--- src/rtl/time_field_counter.sv ---
// rtl/time_field_counter.sv - one field of a clock/alarm chain with carry, alarm match and BCD display
module time_field_counter #(
  parameter int WIDTH   = 6,
  parameter int MODULUS = 24,
  parameter int MIN_VAL = 0
) (
  input  logic             clk,
  input  logic             rst,
  input  logic             tick_in,
  input  logic             set_en,
  input  logic [WIDTH-1:0] set_val,
  input  logic             alarm_wr,
  input  logic [WIDTH-1:0] alarm_val,
  input  logic             alarm_en,
  input  logic             show_alarm,
  output logic [WIDTH-1:0] value,
  output logic [WIDTH-1:0] alarm_reg,
  output logic             carry_out,
  output logic             alarm_hit,
  output logic             set_err,
  output logic [3:0]       digit0,
  output logic [3:0]       digit1
);

  localparam logic [WIDTH-1:0] MIN_V = WIDTH'(MIN_VAL);
  localparam logic [WIDTH-1:0] MAX_V = WIDTH'(MIN_VAL + MODULUS - 1);
  localparam logic [WIDTH:0]   MIN_X = (WIDTH+1)'(MIN_VAL);
  localparam logic [WIDTH:0]   MOD_X = (WIDTH+1)'(MODULUS);

  // Range check as an offset from MIN_VAL: values below MIN_VAL wrap to a
  // large offset in the extra bit, so a single unsigned compare covers both ends.
  function automatic logic is_legal(input logic [WIDTH-1:0] v);
    logic [WIDTH:0] off;
    off = {1'b0, v} - MIN_X;
    return off < MOD_X;
  endfunction

  logic             set_ok;
  logic             alarm_ok;
  logic             wrap;
  logic [WIDTH-1:0] next_tick;
  logic [WIDTH-1:0] src;

  // Legality of the load values, tick successor and display source selection
  always_comb begin
    set_ok    = is_legal(set_val);
    alarm_ok  = is_legal(alarm_val);
    wrap      = (value == MAX_V);
    next_tick = wrap ? MIN_V : value + 1'b1;
    src       = show_alarm ? alarm_reg : value;
  end

  // Live value with set-over-tick priority; carry and alarm match only on ticks
  always_ff @(posedge clk) begin
    if (rst) begin
      value     <= MIN_V;
      carry_out <= 1'b0;
      alarm_hit <= 1'b0;
    end else begin
      carry_out <= 1'b0;
      alarm_hit <= 1'b0;
      if (set_en) begin
        if (set_ok) begin
          value <= set_val;
        end
      end else if (tick_in) begin
        value     <= next_tick;
        carry_out <= wrap;
        alarm_hit <= alarm_en && (next_tick == alarm_reg);
      end
    end
  end

  // Alarm register, compared above before any same-cycle write lands
  always_ff @(posedge clk) begin
    if (rst) begin
      alarm_reg <= MIN_V;
    end else if (alarm_wr && alarm_ok) begin
      alarm_reg <= alarm_val;
    end
  end

  // Single error pulse when either load of this cycle is out of range
  always_ff @(posedge clk) begin
    if (rst) begin
      set_err <= 1'b0;
    end else begin
      set_err <= (set_en && !set_ok) || (alarm_wr && !alarm_ok);
    end
  end

  // BCD digits registered from the current registered source
  always_ff @(posedge clk) begin
    if (rst) begin
      digit0 <= 4'd0;
      digit1 <= 4'd0;
    end else begin
      digit0 <= 4'(src % 10);
      digit1 <= 4'(src / 10);
    end
  end

endmodule

--- config.mk ---
export PLATFORM = sky130hd
export DESIGN_NAME = time_field_counter
export DESIGN_NICKNAME = d
export VERILOG_FILES = /design/src/rtl/time_field_counter.sv
export SDC_FILE = /design/constraint.sdc
export NUM_CORES = 1
export LEC_CHECK = 0
export ABC_AREA = 1
export ABC_CLOCK_PERIOD_IN_PS = 4500
export CAP_MARGIN = 20
export CORE_MARGIN = 2
export CORE_UTILIZATION = 50
export DETAILED_ROUTE_END_ITERATION = 12
export PLACE_DENSITY = 0.88
export SYNTH_ARGS = -nofsm -noshare
export SYNTH_HDL_FRONTEND = slang
export SYNTH_SLANG_ARGS = --single-unit
--- constraint.sdc ---
create_clock -name clk -period 4.5 [get_ports clk]
set_input_delay 0.675 -clock clk [delete_from_list [all_inputs] [get_ports clk]]
set_output_delay 0.675 -clock clk [all_outputs]
set_load 0.05 [all_outputs]
# --- Word level (Yosys, flattened, before mapping) ---
# Index checks and enable logic that the tools add are counted.
totals:
  ff_bits: 23
  in_bits: 19
  out_inout_bits: 23
  word_cells: 31
classes:
  addsub: 1
  div: 2
  magnitude_cmp: 2
  eq_ne: 3
  muxes: 5
  n_bitwise: 1
  n_reduce_logical: 10
op_table:
  columns: ["cell", "n"]
  rows:
  - ["$div 6x4->32 const B", 1]
  - ["$mod 6x4->32 const B", 1]
  - ["$mux 6", 5]
  - ["$lt 6x5->1 const B", 2]
  - ["$add 6x1->6 const B", 1]
  - ["$eq 6x5->1 const B", 1]
  - ["$eq 6x6->1", 1]
  - ["$logic_and 1x1->1", 4]
  - ["$reduce_or 3->1", 1]
  - ["$logic_not 1->1", 2]
  - ["$ne 2x1->1 const B", 1]
  - ["$reduce_and 2->1", 1]
  - ["$reduce_bool 2->1", 1]
  - ["$logic_or 1x1->1", 1]
  - ["$not 1->1", 1]

# --- Logic depth before layout (Yosys ltp) ---
depth:
  ltp_word: 4
  depth_mapped: 18

# --- Worst setup path after synthesis ---
# No wires, ideal clock.
synth_path:
  path_kind: "register to register"
  start: "register value[3]"
  end: "register digit0[1]"
  t_arrival_ns: 2.307
  path_slack_ns: 2.078
  path_stages_with_launch: 17
  path_buffers: 0
  period_less_slack_ns: 2.422
  path_cell_list: "dfxtp_1 -> inv_1 -> nand2_1 -> nand2_2 -> ha_1 -> inv_1 -> ha_1 -> inv_1 -> a21oi_4 -> nor2_8 -> nand2_2 -> nand2_1 -> nand3_1 -> nor2_4 -> nand2_2 -> nand2_1 -> a21oi_2"
synth_via:
  elab_chain_len: 2
synth_rtl:
  columns: ["element", "line", "text"]
  rows:
  - ["start: declaration", "16", "output logic [WIDTH-1:0] value,"]
  - ["start signal: assignment", "64", "value <= set_val;"]
  - ["start signal: assignment", "67", "value <= next_tick;"]
  - ["$mux 6", "50", "src = show_alarm ? alarm_reg : value;"]
  - ["$mod 6x4->32", "98", "digit0 <= 4'(src % 10);"]
  - ["end signal: assignment", "98", null]
  - ["end: declaration", "21", "output logic [3:0] digit0,"]
# No other way between the ends.
# A chain may end at the register's enable or synchronous reset.

# --- Worst setup path in the final report ---
layout_path:
  start: "input port show_alarm"
  end: "register digit0[1]"
layout_via:
  elab_chain_len: 2
layout_rtl:
  columns: ["element", "line", "text"]
  rows:
  - ["start: declaration", "15", "input logic show_alarm,"]
  - ["$mux 6", "50", null]
  - ["$mod 6x4->32", "98", null]
# No other way between the ends.

==> qor.txt <==
Max transition margin: 0.539
Die X: 58.4 µm
HP Start: alarm_reg[2]
Clk Latency, worst-skew pair: 0.32 ns
Detail Placement HPWL: 2640 µm
Cell Pwr Density: 311 nW/µm²
WP data arrival: 3.35 ns
drt initial violations: 39
number of synthesized register bits: 22
dpl cells: 270
Mean Syn Cell Area: 7.26 µm²
# Max-Cap Violations: 0
Syn Nets: 227
CP required: 4.69 ns
RR Endpoint: digit0[1]
Final ANT Viol Nets: 0
Ports: 42
most common cell after layout, fill and taps aside: nand2_1
core box area: 2780 µm²
number of global-route vias before repair: 1,304
Residual DRC: 0
max-slew violations: 0
Initial Util: 0.533
Worst Setup SP: show_alarm
hold crit path type: register to register
buffers inserted by post-CTS timing repair: 0
H-tree depth: 1
clk slew on worst S/H paths: 0.12 ns
global route total overflow: 0
synth unique cells: 34
r2r worst-path depth: 15
share of layout cells above drive strength 1: 0.140
I/O Buffers: 40
routed length per placed instance: 12.1 µm
worst hold slack: 0.541 ns
Total Routed Length: 3320 µm
period utilisation layout: 0.701
pre-CTS setup slack: 1.03 ns
Layout area overhead: 29.8%
Crit Path Class: primary input to register
LEAKAGE: 0.871 nW
number of CTS-inserted buffers: 3
final net count: 267
Most used DFF post-synth: dfxtp_1
actual slew at the worst max-slew pin: 0.689 ns
power after layout: 0.598 mW
# setup viols final: 0
Non-Filler Instances: 274
Post-synth EDFFs: 0
setup TNS: 0 ns
Post-Layout Inst Area: 1920 µm²
crit path max fanout: 14
Setup crit end kind: register
Mapped Cells: 204
Final Hold Vio Count: 0
Ant. Diodes: 0
Total GRT Usage: 0.212
Max VDD drop: 0.270 mV
# hold bufs at CTS: 0
number of fill cells: 233
largest net degree at the start of global routing: 15
die area: 3410 µm²
ys async rst share: 0
fmax: 317 MHz
fin util: 0.691
slowest cell on the critical path: clkdlybuf4s50_1
delay-heaviest family, CP: buffers and inverters
Placer Congestion: 0.805
CTS Sinks: 22
Via density: 5.28
RSZ-0062 raised after global routing: false
Placed Area: 1890 µm²
cell chosen for the clock root: clkbuf_4
Yosys warnings: 0
Final Critical Period: 3.16 ns
antenna violations before repair: 0
Startpoint Class: primary input
CTS max path bufs: 2
hold path endpoint: alarm_reg[2]
Pre-Repair DR Iteration Count: 4
Buf/Inv on CP: 4
Hold Crit Depth: 2
register area share after synthesis: 0.297
Mapped Area: 1480 µm²
r2r startpoint: value[3]
global-route wire length before repair: 5620 µm
DIE HEIGHT: 58.4 µm
post-CTS sizing: 0
Clock Skews: 0.0123 ns
num rows: 19
CP Cell Sequence: clkdlybuf4s50_1, inv_2, nand2_1, nand2_4, ha_1, inv_1, ha_1, inv_1, a21oi_4, nor2_8, nand2_2, nand2_2, nand3_2, nand2_4, nand2_2, nand2_1, a21oi_2
most frequent cells in the layout: 44 x nand2_1, 40 x clkdlybuf4s50_1, 27 x inv_1
status: finished, final reports clean
final worst slack: 1.34 ns
R2R Setup Slk: 2.21 ns
routed via count: 1,447
Largest stage delay, worst path: 0.91 ns
critical path's most frequent cell: nand2_2
CTS tree: built
area by class of cell:
type	count	area, µm²	area share
well taps	31	38.8	0.0202
multi-input cells	148	898	0.467
repair buffers	40	400	0.208
inverters	29	109	0.0566
clock buffers	4	36.3	0.0189
flip-flops and latches	22	440	0.229
power by group:
| part | internal (mW) | switching (mW) |
|---|---|---|
| Clock | 0.0494 | 0.0625 |
| Combinational | 0.0917 | 0.169 |
| Sequential | 0.213 | 0.0126 |
worst max path at each step:
stage	endpoint	cells past startpoint	slack (ns)
after floorplan	digit0[1]	16	2.08
after global placement	digit0[1]	17	1.13
after detailed placement	digit0[1]	17	1.03
after CTS	digit0[1]	17	1.35
after global routing	digit0[1]	17	1.14
final	digit0[1]	17	1.34
cells in the mapped netlist (all sizes together), types with 3 or more instances:
| cell | number | area, µm² |
|---|---|---|
| nand2 | 60 | 305 |
| ha | 4 | 50.1 |
| o21ai | 17 | 100 |
| xor2 | 7 | 61.3 |
| nand3 | 14 | 85.1 |
| nor2 | 11 | 67.6 |
| buf | 3 | 26.3 |
| dfxtp | 22 | 440 |
| a21oi | 19 | 121 |
| nor3 | 3 | 15.0 |
| inv | 29 | 109 |
logic make-up (layout without fill, tap and decap cells):
kind of cell	after synthesis	count (layout)	share of synthesized area
other	1	1	0.00253
AND/OR/NAND/NOR	91	91	0.334
buffers and inverters	34	73	0.0963
adder cells (fa/ha/maj)	4	4	0.0338
AO/OA/AOI/OAI	45	45	0.195
flip-flops	22	22	0.297
XOR/XNOR	7	7	0.0414
metal layers:
metal  GRT usage  wire (µm)
met5           0          0
met4      0.0930         51
met3      0.0264        155
met2       0.321       1500
met1       0.301       1610
tightest hold or removal path, delay by kind of cell (launching register included):
kind                   cells  cell delay, ns
flip-flops                 1            0.35
buffers and inverters      1            0.09
AO/OA/AOI/OAI              1            0.06
(Power assumes the default switching activity.)
